===== src/rtl/lmem_decode_sched.sv =====
// Sequencer for the layered QC-LDPC bit-node (Lmem) memory: load, per-layer read/write, unload, done.
// Optional build macro LMEM_EARLY_TERM_EN: when defined, parity_ok ends decoding early at an iteration boundary.
module lmem_decode_sched #(
  parameter int MAXITRS     = 10,
  parameter int ITRWIDTH    = 4,
  parameter int LAYERS      = 2,
  parameter int ROWDEPTH    = 20,
  parameter int ROWWIDTH    = 5,
  parameter int PIPESTAGES  = 15,
  parameter int LOADBEATS   = 17,
  parameter int UNLOADBEATS = 16
) (
  input  logic                clk,
  input  logic                rst,
  input  logic                start,
  input  logic                load_valid,
  input  logic                parity_ok,
  output logic                busy,
  output logic                load_ready,
  output logic                loaden,
  output logic                rd_en,
  output logic [ROWWIDTH-1:0] rd_address,
  output logic                rd_layer,
  output logic                wr_en,
  output logic                wr_layer,
  output logic                firstprocessing_indicate,
  output logic                unload_en,
  output logic [ROWWIDTH-1:0] unloadAddress,
  output logic                hd_valid,
  output logic [ITRWIDTH-1:0] itr_count,
  output logic                done
);

  localparam int BEATW = (LOADBEATS > 1) ? $clog2(LOADBEATS) : 1;
  localparam int LW    = (LAYERS > 1) ? $clog2(LAYERS) : 1;

  typedef enum logic [2:0] {
    S_IDLE,
    S_LOAD,
    S_READ,
    S_DRAIN,
    S_UNLOAD,
    S_FIN
  } state_t;

  state_t              state, state_nxt;
  logic [BEATW-1:0]    beat_q, beat_nxt;
  logic [LW-1:0]       layer_q, layer_nxt;
  logic [ITRWIDTH-1:0] itr_q, itr_nxt, itr_inc;
  logic [ROWWIDTH-1:0] rd_addr_q, rd_addr_nxt;
  logic [ROWWIDTH-1:0] ul_addr_q, ul_addr_nxt;

  logic [PIPESTAGES-1:0] vld_pipe;
  logic [PIPESTAGES-1:0] layer_pipe;
  logic [PIPESTAGES-1:0] first_pipe;
  logic                  hd_vld_p0;
  logic                  itr_zero;
  logic                  layer_last;
  logic                  last_wr;

`ifndef LMEM_EARLY_TERM_EN
  logic parity_unused;
  assign parity_unused = parity_ok;
`endif

  function automatic logic [ITRWIDTH-1:0] sat_inc(input logic [ITRWIDTH-1:0] v);
    return (v >= ITRWIDTH'(MAXITRS)) ? v : v + 1'b1;
  endfunction

  assign itr_inc    = sat_inc(itr_q);
  assign itr_zero   = (itr_q == '0);
  assign layer_last = (layer_q == LW'(LAYERS - 1));

  assign busy       = (state != S_IDLE);
  assign load_ready = (state == S_LOAD);
  assign loaden     = load_valid & load_ready;
  assign rd_en      = (state == S_READ);
  assign rd_address = rd_addr_q;
  assign rd_layer   = rd_en & layer_q[0];
  assign unload_en  = (state == S_UNLOAD);
  assign unloadAddress = ul_addr_q;
  assign done       = (state == S_FIN);
  assign itr_count  = itr_q;
  assign hd_valid   = hd_vld_p0;

  assign wr_en    = vld_pipe[PIPESTAGES-1];
  assign wr_layer = wr_en & layer_pipe[PIPESTAGES-1];
  // The final write of a layer is the one with no further write queued behind it.
  assign last_wr  = wr_en & ~vld_pipe[PIPESTAGES-2];
  assign firstprocessing_indicate = (rd_en & itr_zero) | (wr_en & first_pipe[PIPESTAGES-1]);

  always_comb begin
    state_nxt   = state;
    beat_nxt    = beat_q;
    layer_nxt   = layer_q;
    itr_nxt     = itr_q;
    rd_addr_nxt = rd_addr_q;
    ul_addr_nxt = ul_addr_q;
    case (state)
      S_IDLE: begin
        beat_nxt  = '0;
        layer_nxt = '0;
        if (start) begin
          itr_nxt   = '0;
          state_nxt = S_LOAD;
        end
      end
      S_LOAD: begin
        if (load_valid) begin
          if (beat_q == BEATW'(LOADBEATS - 1)) begin
            beat_nxt  = '0;
            layer_nxt = '0;
            state_nxt = S_READ;
          end else begin
            beat_nxt = beat_q + 1'b1;
          end
        end
      end
      S_READ: begin
        if (rd_addr_q == ROWWIDTH'(ROWDEPTH - 1)) begin
          rd_addr_nxt = '0;
          state_nxt   = S_DRAIN;
        end else begin
          rd_addr_nxt = rd_addr_q + 1'b1;
        end
      end
      S_DRAIN: begin
        if (last_wr) begin
          if (!layer_last) begin
            layer_nxt = layer_q + 1'b1;
            state_nxt = S_READ;
          end else begin
            layer_nxt = '0;
            itr_nxt   = itr_inc;
            if (itr_inc >= ITRWIDTH'(MAXITRS))
              state_nxt = S_UNLOAD;
`ifdef LMEM_EARLY_TERM_EN
            else if (parity_ok)
              state_nxt = S_UNLOAD;
`endif
            else
              state_nxt = S_READ;
          end
        end
      end
      S_UNLOAD: begin
        if (ul_addr_q == ROWWIDTH'(UNLOADBEATS - 1)) begin
          ul_addr_nxt = '0;
          state_nxt   = S_FIN;
        end else begin
          ul_addr_nxt = ul_addr_q + 1'b1;
        end
      end
      S_FIN:   state_nxt = S_IDLE;
      default: state_nxt = S_IDLE;
    endcase
  end

  always_ff @(posedge clk) begin
    if (rst) begin
      state     <= S_IDLE;
      beat_q    <= '0;
      layer_q   <= '0;
      itr_q     <= '0;
      rd_addr_q <= '0;
      ul_addr_q <= '0;
      vld_pipe  <= '0;
      hd_vld_p0 <= 1'b0;
    end else begin
      state     <= state_nxt;
      beat_q    <= beat_nxt;
      layer_q   <= layer_nxt;
      itr_q     <= itr_nxt;
      rd_addr_q <= rd_addr_nxt;
      ul_addr_q <= ul_addr_nxt;
      vld_pipe  <= {vld_pipe[PIPESTAGES-2:0], rd_en};
      hd_vld_p0 <= unload_en;
    end
  end

  // Read-to-write pipe: layer and first-iteration tag ride alongside the valid bit.
  always_ff @(posedge clk) begin
    layer_pipe <= {layer_pipe[PIPESTAGES-2:0], rd_layer};
    first_pipe <= {first_pipe[PIPESTAGES-2:0], itr_zero};
  end

endmodule

===== config.mk =====
export PLATFORM = sky130hd
export DESIGN_NAME = lmem_decode_sched
export DESIGN_NICKNAME = d
export VERILOG_FILES = /design/src/rtl/lmem_decode_sched.sv
export SDC_FILE = /design/constraint.sdc
export NUM_CORES = 1
export LEC_CHECK = 0
export CELL_PAD_IN_SITES_DETAIL_PLACEMENT = 0
export CELL_PAD_IN_SITES_GLOBAL_PLACEMENT = 1
export CORE_UTILIZATION = 25
export CTS_BUF_LIST = sky130_fd_sc_hd__clkbuf_8
export DETAILED_ROUTE_END_ITERATION = 8
export GPL_TIMING_DRIVEN = 0
export HOLD_SLACK_MARGIN = 0.06
export PLACE_DENSITY_LB_ADDON = 0.1
export SLEW_MARGIN = 20
export SYNTH_ARGS = -nofsm -noshare
export SYNTH_HDL_FRONTEND = slang
export SYNTH_SLANG_ARGS = --single-unit

===== constraint.sdc =====
create_clock -name clk -period 3.3 [get_ports clk]
set_input_delay 0.33 -clock clk [delete_from_list [all_inputs] [get_ports clk]]
set_output_delay 0.33 -clock clk [all_outputs]
set_load 0.05 [all_outputs]

==> qor.yml, run 1 <==
cp_slowest_cell: "clkdlybuf4s50_1"
multiInputGateArea_um2: 913
fin_skew_ns: 0.0105
leakagePower_uw: 0.00114
min-delay-start: "first_pipe[9]"
p_clk_share_pct: 38.0
drc: 0
cts-resized-gates: 0
hold_violations: 0
ys.flop_type: "dfxtp_1"
fin_crit_sh_pct: 83.6
max_freq_mhz: 363
pwr-share-comb_pct: 12.1
core_mm2: 0.00924
first_iter_violations: 57
critPathCaptureType: "output pin"
cts-root-buf: "clkbuf_8"
seqCellArea_mm2: 0.00138
final_nets: 282
syn-mean-instance-area_um2: 10.3
die_x_um: 99.6
swShare_pct: 29.2
layout_common_cells: "dfxtp_1 (69), nor2_1 (28), clkdlybuf4s50_1 (28)"
pwr-share-seq_pct: 49.9
ios: 30
htreeDepth: 3
cp_top_family: "buffers and inverters"
fillers: 989
drtAntennaViolNets: 0
setup_viol: 0
r2r_end: "itr_count[2]"
drive_gt1_share_pct: 9.45
rsz0062_at_grt: "false"
ys_async_sr_fraction_pct: 0
syn-instance-count: 231
hold_depth: 0
ys_ff_latch: 69
antenna_found_initial: 0
synth.distinct_cells: 46
period_minus_slack_ns: 2.76
cts_made_buffers: 9
worst-setup-path-type: "flip-flop to output pin"
drv_slew: 0
fp.dieH_um: 99.6
pre_cts_slack_ns: 0.888
grt_start_max_net_pins: 16
dieArea_mm2: 0.00992
ir_worst_vdd_mv: 0.201
first_global_vias: 1614
synth.net_count: 243
hpwl_um: 3450
n_antenna_cell: 0
final_common_cell: "dfxtp_1"
worstPathRequired_ns: 2.97
row_count: 35
vias_per_cell: 4.13
clk_pin_slew_worst_paths_ns: 0.09
r2r_start: "state[2]"
clock_path_buffers: 2
drt_pre_antenna_iters: 4
cp_num_buf_inv: 3
fin_util_pct: 32.6
grt.total_usage_pct: 11.0
regToRegSetupSlack_ns: 1.39
start_util_pct: 25.8
syn_area_mm2: 0.00238
vias: 1669
drv_cap: 0
syn_to_final_growth_pct: 26.5
setup-tns-final_ns: 0
cts_tree: "done"
path_max_fanout: 8
port_buffers: 28
r2r_cells: 4
grt-ovfl-total: 0
postCtsSetupBuffers: 0
tightest_slew_ns: 0.850
grt_pass1_wl_um: 8180
clock-sinks: 69
max_stage_delay_ns: 0.82
worstHoldEndpoint: "first_pipe[10]"
path_cells: "or3b_2 -> clkbuf_1 -> inv_1 -> clkdlybuf4s50_1"
setup_slack_ns: 0.542
status: "finished, final reports clean"
routabilityCongestion: 0.727
synth-seq-area-share_pct: 58.0
synth_edf_count: 0
worstSkewPairLatency_ns: 0.34
arrival_ns: 2.43
slew_headroom_pct: 42.5
worstSetupStartpointType: "flip-flop"
wl_per_cell_um: 12.4
p_int_uw: 1210
yosys_warnings: 0
routed_wl_um: 5010
min_path_type: "flip-flop to flip-flop"
p_per_area_mw_per_mm2: 568
switchingPower_uw: 501
ctsHoldBuffers: 0
==> Yosys cell counts, types with 2 or more instances <==
cell type | instances | area (µm²)
or3b_2 | 2 | 17.5
nand3_1 | 5 | 25.0
dfxtp_1 | 69 | 1380
o41ai_1 | 2 | 17.5
o21ai_0 | 5 | 25.0
mux2i_1 | 2 | 20.0
clkbuf_1 | 6 | 22.5
a311oi_1 | 2 | 17.5
nor2b_1 | 16 | 100
and2_1 | 4 | 25.0
and3_1 | 5 | 31.3
buf_4 | 2 | 15.0
ha_1 | 7 | 87.6
nand4_1 | 3 | 18.8
nor3_1 | 6 | 30.0
nor3b_1 | 2 | 15.0
xor2_1 | 5 | 43.8
a22oi_1 | 2 | 15.0
or3_1 | 2 | 12.5
nand2b_1 | 4 | 25.0
nor2_1 | 28 | 105
nand2_1 | 7 | 26.3
and4bb_2 | 2 | 25.0
a211oi_1 | 2 | 15.0
a21oi_1 | 10 | 50.1
inv_1 | 11 | 41.3
==> layer usage <==
layer / global-route usage [%] / up-vias / wire (µm)
met5: 0 / - / 0
met4: 4.75 / 0 / 65
met3: 3.72 / 5 / 126
met2: 16.2 / 19 / 2250
met1: 14.5 / 780 / 2570
li1: - / 865 / -
==> cell families (layout without fill, tap and decap cells) <==
logic type | Yosys count | in the layout | share of synthesized area, %
AOI/OAI and AO/OA | 33 | 33 | 9.66
xor gates and xnor gates | 6 | 6 | 2.21
adders and majority gates | 7 | 7 | 3.68
buffers and inverters | 21 | 65 | 3.68
DFF | 69 | 69 | 58.0
muxes | 3 | 3 | 1.31
and+or+nand+nor | 92 | 92 | 21.5
==> per-stage QoR <==
stage               hold WS (ns)  total power, µW  cell area (µm²)  std cells
global placement           0.311             1090             2820        388
finish                     0.330             1710             3010        404
CTS                        0.332             1760             3010        404
floorplan                  0.310             1020             2380        231
global route               0.340             1810             3010        404
detailed placement         0.312             1090             2820        388
==> layout make-up <==
| type | instances | share of cell area, % |
|---|---|---|
| multi-input cells | 141 | 30.3 |
| clock buffers | 9 | 4.11 |
| plain buffers | 9 | 1.41 |
| repair buffers | 28 | 9.30 |
| flip-flops and latches | 69 | 45.8 |
| inverters | 12 | 1.50 |
| well taps | 129 | 5.36 |
| clock inverters | 7 | 2.16 |
==> power groups by stage <==
stage                     logic (µW)  clock network [µW]  registers [µW]
after global routing             226                 727             858
after CTS                        211                 690             855
final                            206                 651             855
after floorplan                  151                   0             871
after detailed placement         211                   0             875
after global placement           214                   0             875
==> worst reg2reg max path: stages (launching register included) <==
cell,delay (ns)
dfxtp_1,0.36
clkbuf_1,0.24
nor4b_1,0.81
mux2_2,0.29
o32ai_1,0.06
==> sequential cells by signal (all words and copies together), names as in the netlist <==
register / cells
unloadAddress: 5
itr_count: 4
vld_pipe: 15
layer_last: 1
hd_valid: 1
rd_address: 5
state: 3
beat_q: 5
layer_pipe: 15
first_pipe: 15
==> worst max-delay path by stage <==
stage                             from                  endpoint  slack (ns)  cells past startpoint
after floorplan               state[1]                  rd_layer        1.23                      4
after global placement    itr_count[1]  firstprocessing_indicate        0.82                      5
after detailed placement  itr_count[0]  firstprocessing_indicate        0.89                      5
after CTS                 itr_count[0]  firstprocessing_indicate        0.48                      5
after global routing      itr_count[0]  firstprocessing_indicate        0.38                      5
final                         state[2]                 unload_en        0.54                      4
Power figures use the tool's default switching activity.
==> run 2: changes to the inputs <==
Clock period 3.3 ns to 2.4 ns, I/O delays scaled along.
==> qor.yml, run 2 (synthesized netlist as in run 1, its figures left out) <==
status: "finished, final reports clean"
fin_skew_ns: 0.00988  # -0.000634 ns
grt_pass1_wl_um: 8200  # +0.34%
clk_pin_slew_worst_paths_ns: 0.09  # about the same
postCtsSetupBuffers: 0  # unchanged
drive_gt1_share_pct: 10.9  # +1.5 points
cts_made_buffers: 9  # unchanged
setup_viol: 0  # unchanged
worst-setup-path-type: "flip-flop to output pin"
tightest_slew_ns: 0.896  # +0.0462 ns
first_global_vias: 1619  # +0.31%
hold_depth: 0  # unchanged
die_x_um: 99.6  # unchanged
drtAntennaViolNets: 0  # unchanged
drv_slew: 0  # unchanged
port_buffers: 28  # unchanged
routabilityCongestion: 0.727  # unchanged
worstHoldEndpoint: "layer_pipe[9]"
drt_pre_antenna_iters: 4  # unchanged
regToRegSetupSlack_ns: 0.47  # -0.92 ns
leakagePower_uw: 0.00117  # +3.1%
antenna_found_initial: 0  # unchanged
p_per_area_mw_per_mm2: 778  # +37%
grt_start_max_net_pins: 16  # unchanged
final_nets: 282  # unchanged
arrival_ns: 2.02  # -0.41 ns
fin_crit_sh_pct: 94.1
wl_per_cell_um: 12.4  # +0.16%
min_path_type: "flip-flop to flip-flop"
cts_tree: "done"
worstSetupStartpointType: "flip-flop"
top_regs: "first_pipe: 15 flops, layer_pipe: 15 flops, vld_pipe: 15 flops"
clock-sinks: 69  # unchanged
slew_headroom_pct: 39.4  # -3.1 points
ir_worst_vdd_mv: 0.276  # +37%
start_util_pct: 25.8  # unchanged
cts-root-buf: "clkbuf_8"
dieArea_mm2: 0.00992  # unchanged
rsz0062_at_grt: "false"
min-delay-start: "layer_pipe[8]"
r2r_start: "state[2]"
vias: 1667  # -0.12%
hpwl_um: 3450  # unchanged
setup-tns-final_ns: 0  # unchanged
period_minus_slack_ns: 2.26
routed_wl_um: 5020  # +0.16%
max_freq_mhz: 443
drv_cap: 0  # unchanged
final_common_cell: "dfxtp_1"
stdcell_count: 404  # unchanged
grt-ovfl-total: 0  # unchanged
core_mm2: 0.00924  # unchanged
fillers: 993  # +0.40%
layout_common_cells: "dfxtp_1 (69), nor2_1 (28), clkdlybuf4s50_1 (20)"
r2r_cells: 4  # unchanged
clock_path_buffers: 2  # unchanged
htreeDepth: 3  # unchanged
ios: 30  # unchanged
vias_per_cell: 4.13  # -0.12%
path_max_fanout: 7  # -1
first_iter_violations: 64  # +12%
row_count: 35  # unchanged
worstSkewPairLatency_ns: 0.34  # about the same
r2r_end: "itr_count[2]"
place_inst: 388  # unchanged
hold_violations: 0  # unchanged
syn_to_final_growth_pct: 26.5  # unchanged
critPathCaptureType: "output pin"
worstPathRequired_ns: 2.16  # -0.81 ns
grt.total_usage_pct: 11.0  # +0.015 points
fp.dieH_um: 99.6  # unchanged
drc: 0  # unchanged
n_antenna_cell: 0  # unchanged
## run 2: per-stage QoR
stage                     hold slack [ns]  total power [µW]  utilization, %  worst slack (ns)  cell area, µm²
after floorplan                     0.310              1410               -             0.422            2380
after global placement              0.311              1500            30.6            0.0121            2820
after detailed placement            0.312              1490            30.6            0.0785            2820
after CTS                           0.332              2410            32.6           0.00232            3010
after global routing                0.340              2480            32.6           0.00942            3010
final                               0.330              2350            32.6             0.142            3010
## run 2: worst max-delay path by stage
stage | startpoint | endpoint | slack [ns] | cells past startpoint
2_1_floorplan | state[1] | rd_layer | 0.42 | 4
3_3_place_gp | itr_count[1] | firstprocessing_indicate | 0.01 | 5
3_5_place_dp | itr_count[0] | firstprocessing_indicate | 0.08 | 5
4_1_cts | state[2] | busy | 0.002 | 3
5_1_grt | state[1] | rd_en | 0.009 | 4
6_report | state[1] | rd_en | 0.14 | 4
## run 2: timing repair
| action | 4_1_cts | 5_1_grt |
|---|---|---|
| endpoints found under the setup margin | 7 | 2 |
| gates resized for setup | 12 | 3 |
| hold buffers | 0 | 0 |
## run 2: cell type report
type                            count  area [µm²]  share of cell area, %
Sequential cell                    69        1380                   45.8
Tap cell                          129         161                   5.36
Buffer                              9        42.5                   1.41
Multi-Input combinational cell    141         918                   30.5
Inverter                           12        45.0                   1.50
Clock buffer                        9         124                   4.11
Timing Repair Buffer               28         275                   9.14
Clock inverter                      7        65.1                   2.16
## run 2: report_power, final
group	internal (µW)	leakage, µW	switching, µW
logic	97.1	0.000522	178
registers	1160	0.000557	17.4
clock network	402	0.0000947	492
total	1660	0.00117	688
## run 2: per-layer routing
layer / part of all wire, % / vias to the layer above / GRT usage (%)
met4: 1.4 / 0 / 4.75
met3: 2.4 / 5 / 3.72
li1: - / 866 / -
met5: 0 / - / 0
met2: 45 / 19 / 16.3
met1: 51 / 777 / 14.5
## run 2: worst max-delay path: stages (launching register included)
cell and delay (ns):
dfxtp_1 0.41, or3b_1 0.36, clkbuf_1 0.19, inv_1 0.18, dlygate4sd2_1 0.54
